==> config.mk <==
export PLATFORM = sky130hd
export DESIGN_NAME = bind_offset_sequencer_flat
export DESIGN_NICKNAME = d
export VERILOG_FILES = /design/src/rtl/bind_offset_sequencer_if.sv /design/src/rtl/bind_offset_sequencer.sv /design/src/flat_wrapper.sv
export SDC_FILE = /design/constraint.sdc
export NUM_CORES = 1
export LEC_CHECK = 0
export ABC_AREA = 1
export CAP_MARGIN = 10
export CORE_ASPECT_RATIO = 0.7
export CORE_UTILIZATION = 33
export DETAILED_ROUTE_END_ITERATION = 8
export GPL_ROUTABILITY_DRIVEN = 0
export GPL_TIMING_DRIVEN = 1
export PLACE_DENSITY = 0.78
export SYNTH_ARGS = -nofsm -noshare
export SYNTH_HDL_FRONTEND = slang
export SYNTH_SLANG_ARGS = --single-unit
export TNS_END_PERCENT = 50
==> constraint.sdc <==
create_clock -name clk -period 1.6 [get_ports clk]
set_input_delay 0.48 -clock clk [delete_from_list [all_inputs] [get_ports clk]]
set_output_delay 0.48 -clock clk [all_outputs]
set_load 0.05 [all_outputs]
==> src/rtl/bind_offset_sequencer_if.sv <==
`default_nettype none
// ============================================================================
// bind_offset_sequencer_if : command bus and mapper request bus of the
// bind offset sequencer.  Revision: 1.0
// ============================================================================
interface bind_offset_sequencer_if #(
  parameter int HV_ADDRESS_WIDTH = 20,
  parameter int LEN_WIDTH        = 3
);
  logic                        cmd_start;
  logic [HV_ADDRESS_WIDTH-1:0] cmd_hva;
  logic [HV_ADDRESS_WIDTH-1:0] cmd_hvb;
  logic [HV_ADDRESS_WIDTH-1:0] cmd_hvc;
  logic [LEN_WIDTH-1:0]        cmd_length;
  logic                        cmd_ready;
  logic                        cmd_done;
  logic                        cmd_error;
  logic                        valid;
  logic [HV_ADDRESS_WIDTH-1:0] hva;
  logic [HV_ADDRESS_WIDTH-1:0] hvb;
  logic [HV_ADDRESS_WIDTH-1:0] hvc;
  logic [HV_ADDRESS_WIDTH-1:0] hv_offset;
  logic                        done;

  // Sequencer side
  modport master (
    input  cmd_start, cmd_hva, cmd_hvb, cmd_hvc, cmd_length, done,
    output cmd_ready, cmd_done, cmd_error, valid, hva, hvb, hvc, hv_offset
  );

  // Control logic / mapper side
  modport slave (
    output cmd_start, cmd_hva, cmd_hvb, cmd_hvc, cmd_length, done,
    input  cmd_ready, cmd_done, cmd_error, valid, hva, hvb, hvc, hv_offset
  );
endinterface
`default_nettype wire

==> src/rtl/bind_offset_sequencer.sv <==
`default_nettype none
// ============================================================================
// bind_offset_sequencer : walks word offsets 0..length-1 of a bind command,
// one mapper request per offset. Optional watchdog: BIND_SEQ_TIMEOUT_EN.
// Revision: 1.0
// ============================================================================
module bind_offset_sequencer #(
  parameter int HV_ADDRESS_WIDTH       = 20,
  parameter int MAX_HYPERVECTOR_LENGTH = 4,
  parameter int LEN_WIDTH              = $clog2(MAX_HYPERVECTOR_LENGTH + 1),
  parameter int TIMEOUT_CYCLES         = 64
) (
  input  logic                    clk,
  input  logic                    reset,
  bind_offset_sequencer_if.master bus
);

  typedef enum logic [1:0] {
    S_IDLE   = 2'd0,
    S_ISSUE  = 2'd1,
    S_WAIT   = 2'd2,
    S_FINISH = 2'd3
  } state_t;

  generate
    if (MAX_HYPERVECTOR_LENGTH < 1 || TIMEOUT_CYCLES < 1 ||
        LEN_WIDTH > HV_ADDRESS_WIDTH) begin : g_bad_params
      $error("bind_offset_sequencer: illegal parameter combination");
    end
  endgenerate

  state_t                      state_q, state_d;
  logic [HV_ADDRESS_WIDTH-1:0] hva_q, hva_d;
  logic [HV_ADDRESS_WIDTH-1:0] hvb_q, hvb_d;
  logic [HV_ADDRESS_WIDTH-1:0] hvc_q, hvc_d;
  logic [LEN_WIDTH-1:0]        len_q, len_d;
  logic [LEN_WIDTH-1:0]        off_q, off_d;
  logic                        valid_q, valid_d;
  logic                        ready_q, ready_d;
  logic                        cmd_done_q, cmd_done_d;
  logic                        err_q, err_d;

`ifdef BIND_SEQ_TIMEOUT_EN
  localparam int TMO_W = $clog2(TIMEOUT_CYCLES + 1);
  logic [TMO_W-1:0] tmo_q, tmo_d;
  logic             tmo_hit;
`endif

  always_comb begin
    state_d    = state_q;
    hva_d      = hva_q;
    hvb_d      = hvb_q;
    hvc_d      = hvc_q;
    len_d      = len_q;
    off_d      = off_q;
    valid_d    = valid_q;
    ready_d    = ready_q;
    cmd_done_d = 1'b0;
    err_d      = err_q;
`ifdef BIND_SEQ_TIMEOUT_EN
    tmo_d      = tmo_q;
    tmo_hit    = (tmo_q == TMO_W'(TIMEOUT_CYCLES - 1));
`endif

    case (state_q)
      S_IDLE: begin
        if (bus.cmd_start) begin
          hva_d   = bus.cmd_hva;
          hvb_d   = bus.cmd_hvb;
          hvc_d   = bus.cmd_hvc;
          len_d   = bus.cmd_length;
          off_d   = '0;
          err_d   = 1'b0;
          ready_d = 1'b0;
          if (bus.cmd_length == '0) begin
            state_d = S_FINISH;
          end else if (bus.cmd_length > LEN_WIDTH'(MAX_HYPERVECTOR_LENGTH)) begin
            err_d   = 1'b1;
            state_d = S_FINISH;
          end else begin
            valid_d = 1'b1;
            state_d = S_ISSUE;
`ifdef BIND_SEQ_TIMEOUT_EN
            tmo_d   = '0;
`endif
          end
        end
      end

      // done is still high on entry; only a sampled low means acceptance.
      S_ISSUE: begin
        if (!bus.done) begin
          valid_d = 1'b0;
          state_d = S_WAIT;
`ifdef BIND_SEQ_TIMEOUT_EN
          tmo_d   = '0;
        end else if (tmo_hit) begin
          valid_d = 1'b0;
          err_d   = 1'b1;
          state_d = S_FINISH;
        end else begin
          tmo_d   = tmo_q + TMO_W'(1);
`endif
        end
      end

      S_WAIT: begin
        if (bus.done) begin
          if (off_q == len_q - LEN_WIDTH'(1)) begin
            state_d = S_FINISH;
          end else begin
            off_d   = off_q + LEN_WIDTH'(1);
            valid_d = 1'b1;
            state_d = S_ISSUE;
          end
`ifdef BIND_SEQ_TIMEOUT_EN
          tmo_d = '0;
        end else if (tmo_hit) begin
          err_d   = 1'b1;
          state_d = S_FINISH;
        end else begin
          tmo_d   = tmo_q + TMO_W'(1);
`endif
        end
      end

      S_FINISH: begin
        cmd_done_d = 1'b1;
        ready_d    = 1'b1;
        state_d    = S_IDLE;
      end

      default: begin
        state_d = S_IDLE;
      end
    endcase
  end

  always_ff @(posedge clk) begin
    if (reset) begin
      state_q    <= S_IDLE;
      hva_q      <= '0;
      hvb_q      <= '0;
      hvc_q      <= '0;
      len_q      <= '0;
      off_q      <= '0;
      valid_q    <= 1'b0;
      ready_q    <= 1'b1;
      cmd_done_q <= 1'b0;
      err_q      <= 1'b0;
    end else begin
      state_q    <= state_d;
      hva_q      <= hva_d;
      hvb_q      <= hvb_d;
      hvc_q      <= hvc_d;
      len_q      <= len_d;
      off_q      <= off_d;
      valid_q    <= valid_d;
      ready_q    <= ready_d;
      cmd_done_q <= cmd_done_d;
      err_q      <= err_d;
    end
  end

`ifdef BIND_SEQ_TIMEOUT_EN
  always_ff @(posedge clk) begin
    if (reset) begin
      tmo_q <= '0;
    end else begin
      tmo_q <= tmo_d;
    end
  end
`endif

  assign bus.cmd_ready = ready_q;
  assign bus.cmd_done  = cmd_done_q;
  assign bus.cmd_error = err_q;
  assign bus.valid     = valid_q;
  assign bus.hva       = hva_q;
  assign bus.hvb       = hvb_q;
  assign bus.hvc       = hvc_q;
  assign bus.hv_offset = HV_ADDRESS_WIDTH'(off_q);

endmodule
`default_nettype wire

==> src/flat_wrapper.sv <==
// flat-port wrapper written by rule: the top's interface ports become plain ports
module bind_offset_sequencer_flat 
#(
  parameter int HV_ADDRESS_WIDTH       = 20,
  parameter int MAX_HYPERVECTOR_LENGTH = 4,
  parameter int LEN_WIDTH              = $clog2(MAX_HYPERVECTOR_LENGTH + 1),
  parameter int TIMEOUT_CYCLES         = 64
)
  (clk, reset, bus_cmd_start, bus_cmd_hva, bus_cmd_hvb, bus_cmd_hvc, bus_cmd_length, bus_done, bus_cmd_ready, bus_cmd_done, bus_cmd_error, bus_valid, bus_hva, bus_hvb, bus_hvc, bus_hv_offset);
  bind_offset_sequencer_if #(.HV_ADDRESS_WIDTH(HV_ADDRESS_WIDTH), .LEN_WIDTH(LEN_WIDTH)) bus_i ();
  input  logic clk;
  input  logic reset;
  input wire logic [$bits(bus_i.cmd_start)-1:0] bus_cmd_start;
  input wire logic [$bits(bus_i.cmd_hva)-1:0] bus_cmd_hva;
  input wire logic [$bits(bus_i.cmd_hvb)-1:0] bus_cmd_hvb;
  input wire logic [$bits(bus_i.cmd_hvc)-1:0] bus_cmd_hvc;
  input wire logic [$bits(bus_i.cmd_length)-1:0] bus_cmd_length;
  input wire logic [$bits(bus_i.done)-1:0] bus_done;
  output wire logic [$bits(bus_i.cmd_ready)-1:0] bus_cmd_ready;
  output wire logic [$bits(bus_i.cmd_done)-1:0] bus_cmd_done;
  output wire logic [$bits(bus_i.cmd_error)-1:0] bus_cmd_error;
  output wire logic [$bits(bus_i.valid)-1:0] bus_valid;
  output wire logic [$bits(bus_i.hva)-1:0] bus_hva;
  output wire logic [$bits(bus_i.hvb)-1:0] bus_hvb;
  output wire logic [$bits(bus_i.hvc)-1:0] bus_hvc;
  output wire logic [$bits(bus_i.hv_offset)-1:0] bus_hv_offset;
  assign bus_i.cmd_start = bus_cmd_start;
  assign bus_i.cmd_hva = bus_cmd_hva;
  assign bus_i.cmd_hvb = bus_cmd_hvb;
  assign bus_i.cmd_hvc = bus_cmd_hvc;
  assign bus_i.cmd_length = bus_cmd_length;
  assign bus_i.done = bus_done;
  assign bus_cmd_ready = bus_i.cmd_ready;
  assign bus_cmd_done = bus_i.cmd_done;
  assign bus_cmd_error = bus_i.cmd_error;
  assign bus_valid = bus_i.valid;
  assign bus_hva = bus_i.hva;
  assign bus_hvb = bus_i.hvb;
  assign bus_hvc = bus_i.hvc;
  assign bus_hv_offset = bus_i.hv_offset;
  bind_offset_sequencer #(.HV_ADDRESS_WIDTH(HV_ADDRESS_WIDTH), .MAX_HYPERVECTOR_LENGTH(MAX_HYPERVECTOR_LENGTH), .LEN_WIDTH(LEN_WIDTH), .TIMEOUT_CYCLES(TIMEOUT_CYCLES)) u_core (.clk(clk), .reset(reset), .bus(bus_i));
endmodule
==> flow_summary.yaml, run 1 <==
status:
  status: "finished clean"
die:
  coreArea_mm2: 0.00848
  dieWidth_um: 114
  fp-row-count: 28
  die_area_mm2: 0.00916
  io-pin-count: 151
  start_util_pct: 34.1
  die_h_um: 80.4
global_route:
  grt_max_degree: 38
  first_global_vias: 2522
  grt_pass1_wl_um: 12100
  grtUsageTotal_pct: 17.1
  antenna_found_initial: 0
  overflow: 0
critical_path:
  path_cells: "buf_12"
  critPathSlowestCell: "dfxtp_1"
  max_stage_delay_ns: 0.46
  critPathRequiredTime_ns: 1.12
  worstReg2RegStart: "u_core.len_q[0]"
  crit_path_start: "u_core.off_q[2]"
  worstRegToRegCells: 9
  path_buf_inv: 1
  reg2reg_slack_ns: 0.17
  worstSetupStartpointType: "flop"
  reg2reg_to: "u_core.bus.valid"
  arrival_ns: 0.96
  crit_type: "flop to output port"
  path_max_fanout: 6
  end_kind: "output port"
  critPathTopFamily: "flip-flops"
yosys:
  syn_inst: 382
  netlist_area_mm2: 0.00290
  ys_seq_area_share_pct: 49.8
  yosys_warnings: 0
  syn_avg_cell_area_um2: 7.58
  synth_seq_cells: 72
  synth_cell_types: 21
clocking:
  cts_sinks: 72
  clk_path_buf_depth: 2
  tritoncts: "yes"
  clk_pin_slew_ns: 0.05
  clkLatencyLatePin_ns: 0.32
  ctsRootBufferMaster: "clkbuf_16"
  cts_buffers: 9
  post_cts_buffers: 0
  htree_levels: 3
drt:
  drtIter0Drc: 165
  drc: 0
  drt-pass1-iter-count: 5
  vias: 2845
  routed_via_density: 4.45
  wire_per_inst_um: 12.0
  antenna_left: 0
  wl_um: 7690
timing:
  finalWorstSetupSlack_ns: 0.161
  rsz0062_at_grt: "no"
  fin_crit_ns: 1.44
  post-route-period-util_pct: 89.9
  max_freq_ghz: 0.695
  slew_violations: 0
  clock_skew_ns: 0.00578
  final-setup-viol-count: 0
  whs_ns: 0.499
  hold_viol: 0
placed_design:
  pre_cts_ws_ns: -0.339
  placed_cell_area_mm2: 0.00500
  portBuffers: 133
  dp_hpwl_um: 5910
min_path:
  hold_path.class: "flop to flop"
  hold_path_depth: 2
  holdPathEnd: "u_core.bus.cmd_ready"
  min_from: "u_core.bus.cmd_ready"
power:
  peakVddDrop_mv: 0.804
  total_power_mw: 7.13
  p_per_area_mw_per_mm2: 1350
  p_leak_nw: 2.26
flow_run:
  drv_cap: 0
cells_and_area:
  diodes: 0
  final_util_pct: 62.2
  drive_above_1_share_pct: 20.2
  final_cell_area_mm2: 0.00528
  syn_to_final_growth_pct: 82.2
  fin_nets: 588
==> flip-flops by register name (all words and copies together) (netlist names) <==
| name | count |
|---|---|
| u_core.bus.cmd_done | 1 |
| u_core.bus.cmd_error | 1 |
| u_core.bus.cmd_ready | 1 |
| u_core.bus.hva | 20 |
| u_core.bus.hvb | 20 |
| u_core.bus.hvc | 20 |
| u_core.bus.valid | 1 |
| u_core.len_q | 3 |
| u_core.off_q | 3 |
| u_core.state_q | 2 |
==> worst max-delay path by stage <==
stage                     depth (start not counted)  slack [ns]                to
after floorplan                                   7        0.17  u_core.bus.valid
after global placement                           10       -0.32  u_core.bus.valid
after detailed placement                         10       -0.34  u_core.bus.valid
after CTS                                        10       0.009  u_core.bus.valid
after global routing                              9        0.01   u_core.off_q[1]
final                                             1        0.16  bus_hv_offset[2]
==> metrics by stage <==
step,instances,setup TNS (ns)
2_1_floorplan,398,0
3_3_place_gp,625,-3.63
3_5_place_dp,625,-4.52
4_1_cts,639,0
5_1_grt,639,0
6_report,639,0
==> per-layer routing <==
metal	vias to the layer above	track usage (%)	part of all wire (%)
li1	1437	-	-
met1	1295	20.6	43
met2	105	28.5	48
met3	8	6.04	7.7
met4	0	5.84	1.1
met5	-	0	0
==> report_power, final <==
group / leakage, nW / total, mW / internal, mW / switching (mW)
logic: 1.53 / 3.00 / 1.38 / 1.62
registers: 0.596 / 2.37 / 2.07 / 0.300
clock network: 0.130 / 1.75 / 1.06 / 0.691
total: 2.26 / 7.13 / 4.52 / 2.62
==> cell usage after synthesis <==
master    number  area, um^2
nand3_1        9        45.0
nor2_1       131         492
clkbuf_2       5        25.0
and3_1         1        6.26
nor2_4         1        11.3
clkbuf_1       6        22.5
nand2_2        4        25.0
inv_1         16        60.1
o21ai_1        4        20.0
nand2_1       25        93.8
nor2_2         3        18.8
o21ai_0       61         305
ha_1           5        62.6
conb_1         1        3.75
or2_2          1        6.26
buf_2          1        5.00
dfxtp_1       72        1440
buf_4         22         165
buf_6          3        33.8
inv_2          2        7.51
a21oi_1        9        45.0
==> area by class of cell <==
class                      instances  area, um^2
fill                             710        3200
timing repair buffer             144        2150
sequential                        72        1440
multi-input combinational        271        1200
clock buffer                      10         239
tap                              120         150
inverter                          18        67.6
clock inverter                     4        22.5
==> cells in the final DEF (no fill, tap or decap), drive strengths merged <==
master / n
clkdlybuf4s50: 63
inv: 18
nand3: 9
o21ai: 65
or2: 1
ha: 5
nand2: 29
conb: 17
buf: 78
a21oi: 9
dlymetal6s2s: 3
clkinv: 3
clkbuf: 10
nor2: 135
dfxtp: 72
and3: 1
clkinvlp: 1
==> logic make-up after synthesis <==
logic type	share of synthesized area, %
other cells	0.130
compound gates	12.8
flops	49.8
buf+inv	11.0
simple gates	24.1
fa+ha+maj	2.16
==> repair_timing <==
| action | CTS | global route |
|---|---|---|
| endpoints found under the setup margin | 0 | 2 |
| hold buffers | 0 | 0 |
| resized for setup | 0 | 6 |
(Power assumes the default switching activity.)
==> run 2, diff against run 1 <==
--- a/config.mk
+++ b/config.mk
@@ -8,6 +8,7 @@
 export ABC_AREA = 1
 export CAP_MARGIN = 10
 export CORE_ASPECT_RATIO = 0.7
+export CORE_MARGIN = 4
 export CORE_UTILIZATION = 33
 export DETAILED_ROUTE_END_ITERATION = 8
 export GPL_ROUTABILITY_DRIVEN = 0
==> flow_summary.yaml, run 2 (synthesis results as in run 1) <==
status:
  status: "finished clean"
power:
  power_frac_comb_pct: 41.0
  power_switching_mw: 2.64
  peakVddDrop_mv: 0.854
  p_sw_share_pct: 36.1
  power_frac_clock_pct: 26.5
  p_seq_share_pct: 32.4
  cell_internal_pwr_mw: 4.67
  p_per_area_mw_per_mm2: 1380
  p_leak_nw: 2.25
timing:
  hold_viol: 0
  fin_crit_ns: 1.58
  max_freq_ghz: 0.633
  final.setup.tns_ns: 0
  whs_ns: 0.512
  rsz0062_at_grt: "no"
  clock_skew_ns: 0.00552
  final-setup-viol-count: 0
  finalWorstSetupSlack_ns: 0.0205
  post-route-period-util_pct: 98.7
  slew_violations: 0
min_path:
  hold_path.class: "flop to flop"
  min_from: "u_core.len_q[1]"
drt:
  drt-pass1-iter-count: 4
  wire_per_inst_um: 13.1
  drtIter0Drc: 198
  drc: 0
  routed_via_density: 4.39
  antenna_left: 0
  wl_um: 8330
  vias: 2798
critical_path:
  worstSetupStartpointType: "input port"
  crit_path_start: "bus_cmd_length[0]"
  worstReg2RegStart: "u_core.len_q[0]"
  critPathSlowestCell: "clkdlybuf4s50_1"
  path_cells: "clkdlybuf4s50_1 -> nor2_2 -> inv_1 -> ha_1 -> o21ai_1 -> nand2_1 -> nor2_2 -> nand3_1 -> nand2_1 -> nor2_1"
  critPathRequiredTime_ns: 1.82
  end_kind: "flop"
  path_max_fanout: 2
  crit_type: "input port to flop"
  max_stage_delay_ns: 0.44
  arrival_ns: 1.80
cells_and_area:
  seq_area_mm2: 0.00144
  final_common_cell: "nor2_1"
  fin_nets: 586
  diodes: 0
  final_cell_area_mm2: 0.00529
  fillers: 713
  layout_common_cells: "nor2_1, buf_12, dfxtp_1, clkdlybuf4s50_1, o21ai_0"
  multiInputGateArea_mm2: 0.00121
  instances_no_fill: 638
  drive_above_1_share_pct: 20.1
  syn_to_final_growth_pct: 82.7
clocking:
  postCtsHoldBufs: 0
  htree_levels: 3
  clk_path_buf_depth: 2
  post_cts_buffers: 0
  cts_sinks: 72
  ctsRootBufferMaster: "clkbuf_16"
  clk_pin_slew_ns: 0.06
  clkLatencyLatePin_ns: 0.32
  tritoncts: "yes"
  cts_buffers: 9
die:
  fp-row-count: 28
  io-pin-count: 151
  die_h_um: 86.4
  dieWidth_um: 120
  start_util_pct: 34.0
  coreArea_mm2: 0.00851
  die_area_mm2: 0.0104
global_route:
  grtUsageTotal_pct: 16.4
  grt_max_degree: 38
  grt_pass1_wl_um: 13400
  first_global_vias: 2748
  antenna_found_initial: 0
  overflow: 0
placed_design:
  portBuffers: 133
  placed_cell_area_mm2: 0.00499
  dp_hpwl_um: 6400
  post-place-cells: 623
  pre_cts_ws_ns: -0.383
flow_run:
  drv_cap: 0
[run 2: per-stage QoR]
| step | util, % | total power [mW] |
|---|---|---|
| CTS | 62.0 | 7.39 |
| global route | 62.1 | 7.67 |
| finish | 62.1 | 7.31 |
| global placement | 58.6 | 5.35 |
| floorplan | - | 3.94 |
| detailed placement | 58.6 | 5.42 |
[run 2: power groups by stage]
stage / clock [mW] / combinational, mW / sequential (mW)
global placement: 0 / 2.96 / 2.39
global route: 2.08 / 3.18 / 2.41
CTS: 1.99 / 3.02 / 2.38
detailed placement: 0 / 3.01 / 2.41
finish: 1.94 / 3.00 / 2.37
floorplan: 0 / 0.813 / 3.12
[run 2: worst max-delay path, delay by kind of cell]
kind	cells	cell delay, ns
AO/OA/AOI/OAI	1	0.14
adder cells (fa/ha/maj)	1	0.17
buffers and inverters	2	0.51
AND/OR/NAND/NOR	6	0.50
[run 2: cell type report]
type | count | area share [%]
timing repair buffer | 142 | 40.4
multi-input combinational | 271 | 22.8
clock buffer | 11 | 4.59
sequential | 72 | 27.2
inverter | 18 | 1.28
tap | 120 | 2.84
clock inverter | 4 | 0.851
[run 2: worst paths after layout]
| check | to | slack (ns) | cells after the start |
|---|---|---|---|
| max | u_core.bus.valid | 0.02 | 10 |
| min | u_core.len_q[1] | 0.51 | 2 |
| max reg2reg | u_core.bus.valid | 0.14 | 8 |
| min reg2reg | u_core.len_q[1] | 0.51 | 2 |
[run 2: timing repair]
item,CTS,global route
gates resized for setup,3,3
pin swaps,0,1
endpoints found under the setup margin,1,3
gates cloned,0,0
[run 2: per-layer routing]
metal	part of all wire (%)	global-route usage, %	up-vias	routed length [um]
li1	-	-	1436	-
met1	41	18.6	1234	3380
met2	48	27.3	110	4010
met3	9.2	7.70	18	765
met4	2.1	6.03	0	177
met5	0	0	-	0
==> edit: new RTL, settings of run 2 <==
The option `BIND_SEQ_TIMEOUT_EN` is turned on by a define.
--- a/src/rtl/bind_offset_sequencer.sv
+++ b/src/rtl/bind_offset_sequencer.sv
@@ -5,4 +5,6 @@
 // Revision: 1.0
 // ============================================================================
+`define BIND_SEQ_TIMEOUT_EN
+
 module bind_offset_sequencer #(
   parameter int HV_ADDRESS_WIDTH       = 20,
Check against the original RTL: no difference found for any inputs over 10 cycles, from zero or initial values and one cycle with reset high; that may be too few to reach the edited logic, so the function may still have changed.
==> edit against run 2 <==
- setup slack better by 33 ps
- wire length increased by 21%
- total power rose by 18%
- global-route usage fell by 0.38 points
- sequential cell count up 7
- die area increased by 14%
- area after synthesis grew 15%
- cell area rose by 12%
- sequential power rose by 13%
- count of clock-buffer cells in the layout decreased by 1
- fmax grew 2.1%
- first-iteration DRC count is 1.5% lower
==> edit: results (changes against run 2) <==
Status: complete, no violations (unchanged)
WHS: 471 ps (was 512 ps)
I/O Buffers: 133 (unchanged)
Top_reg_cell synth: dfxtp_1 (unchanged)
Final #Nets: 674 (was 586)
Initial antenna violation count: 0 (unchanged)
Post-CTS Setup Inserts: 5 (was 0)
Hold endpoint: u_core.tmo_q[6]$_SDFFE_PP0P_ (was u_core.len_q[1]$_SDFFE_PP0P_)
Clock root cell: clkbuf_16 (unchanged)
Leading post-synthesis cells by cell area: dfxtp_1 48%, nor2_1 16%, o21ai_0 10%, nand2_1 5.0%, buf_4 3.8% (was dfxtp_1 50%, nor2_1 17%, o21ai_0 11%, buf_4 5.7%, nand2_1 3.2%)
WHS Path Cells: 2 (unchanged)
Hold_sp: u_core.tmo_q[6]$_SDFFE_PP0P_ (was u_core.len_q[1]$_SDFFE_PP0P_)
Yosys Warn Count: 0 (unchanged)
Cells after synthesis: 450 (was 382)
Worst clock skew: 8.53 ps (was 5.52 ps)
FF-to-FF path depth: 9 (was 8)
Worst-skew pair later-pin latency: 330 ps
Post-DP HPWL: 7500 um (was 6400 um)
R2R setup slack: 60 ps (was 140 ps)
Routed wire length: 10100 um (was 8330 um)
Number of fillers in the final layout: 799 (was 713)
Dpl ws: -565 ps (was -383 ps)
Routed vias: 3376 (was 2798)
HP Class: reg -> reg (unchanged)
Largest net degree at the start of global routing: 51 (was 38)
Final Non-Filler Cells: 730 (was 638)
ANT cells: 0 (unchanged)
Ys async rst share: 0 (unchanged)
Top cells by count, synth: 139 x nor2_1, 79 x dfxtp_1, 67 x o21ai_0, 44 x nand2_1, 28 x inv_1 (was 131 x nor2_1, 72 x dfxtp_1, 61 x o21ai_0, 25 x nand2_1, 22 x buf_4)
Maximum vdd drop: 909 uV (was 854 uV)
Cell area after placement: 5500 um2 (was 4990 um2)
First-pass GRT wire length: 15000 um (was 13400 um)
Total power: 8.60 mW (was 7.31 mW)
Number of global-route vias before repair: 3135 (was 2748)
Register clock-pin slew on the reported worst setup and hold paths: 60 ps (about the same)
Leakage power: 2.52 nW (was 2.25 nW)
Seq/Total Area, Yosys: 0.476 (was 0.498)
Total CTS buffers: 9 (unchanged)
Layout cells sized above 1: 0.231 (was 0.201)
R2r startpoint: u_core.state_q[0]$_SDFFE_PP0N_ (was u_core.len_q[0]$_SDFFE_PP0P_)
Max clock buf depth: 2 (unchanged)
Combinational Power Share: 0.467 (was 0.410)
Count of different cell masters after synthesis: 30 (was 21)
FF-to-FF End: u_core.bus.cmd_error$_SDFFE_PP0P_ (was u_core.bus.valid$_SDFFE_PP0P_)
Inst Count DP: 708 (was 623)
Switch share: 0.392 (was 0.361)
TritonRoute pass-1 iters: 4 (unchanged)
Total track usage: 0.160 (was 0.164)
P_seq: 2.67 mW (was 2.37 mW)
Initial DRC count: 195 (was 198)
H-tree levels: 3 (unchanged)
CP max FO: 6 (was 2)
Resized Gates After CTS: 15 (was 3)
edit: worst max path at each step:
stage                                             end                      startpoint  slack (ps)  cells past startpoint
global route        u_core.bus.cmd_error$_SDFFE_PP0P_  u_core.state_q[0]$_SDFFE_PP0N_         -30                     10
finish                   u_core.tmo_q[0]$_SDFFE_PP0P_               bus_cmd_length[0]          50                     12
global placement         u_core.tmo_q[5]$_SDFFE_PP0P_               bus_cmd_length[0]        -490                     10
detailed placement       u_core.tmo_q[3]$_SDFFE_PP0P_               bus_cmd_length[0]        -570                     12
CTS                      u_core.tmo_q[0]$_SDFFE_PP0P_               bus_cmd_length[1]           6                     12
floorplan                u_core.tmo_q[3]$_SDFFE_PP0P_               bus_cmd_length[0]          30                      8
edit: routing by layer:
layer / up-vias / wire length (um) / global-route usage
met1: 1546 / 4060 / 0.185
met5: - / 0 / 0
li1: 1685 / - / -
met3: 11 / 1000 / 0.0669
met2: 134 / 4870 / 0.272
met4: 0 / 119 / 0.0477
edit: kinds of logic after synthesis:
group | share of synthesized area
simple gates | 0.245
compound gates | 0.140
flops | 0.476
buf+inv | 0.0982
fa+ha+maj | 0.0376
xor+xnor | 0.00263
other cells | 0.00113
edit: cell type report:
cell class                      count  area [um2]  share of cell area
Clock buffer                       10         239              0.0402
Clock inverter                      6        45.0             0.00758
Inverter                           31         116              0.0196
Multi-Input combinational cell    319        1600               0.268
Sequential cell                    79        1580               0.267
Tap cell                          128         160              0.0269
Timing Repair Buffer              157        2200               0.371
edit: worst max-delay path: stages:
cell,delay [ps]
dlygate4sd2_1,250
nor2_2,140
buf_4,130
ha_4,130
o21ai_4,60
nand2_4,140
inv_2,50
nand2_2,70
nand2_4,70
inv_2,90
o21ai_1,70
a21oi_1,120
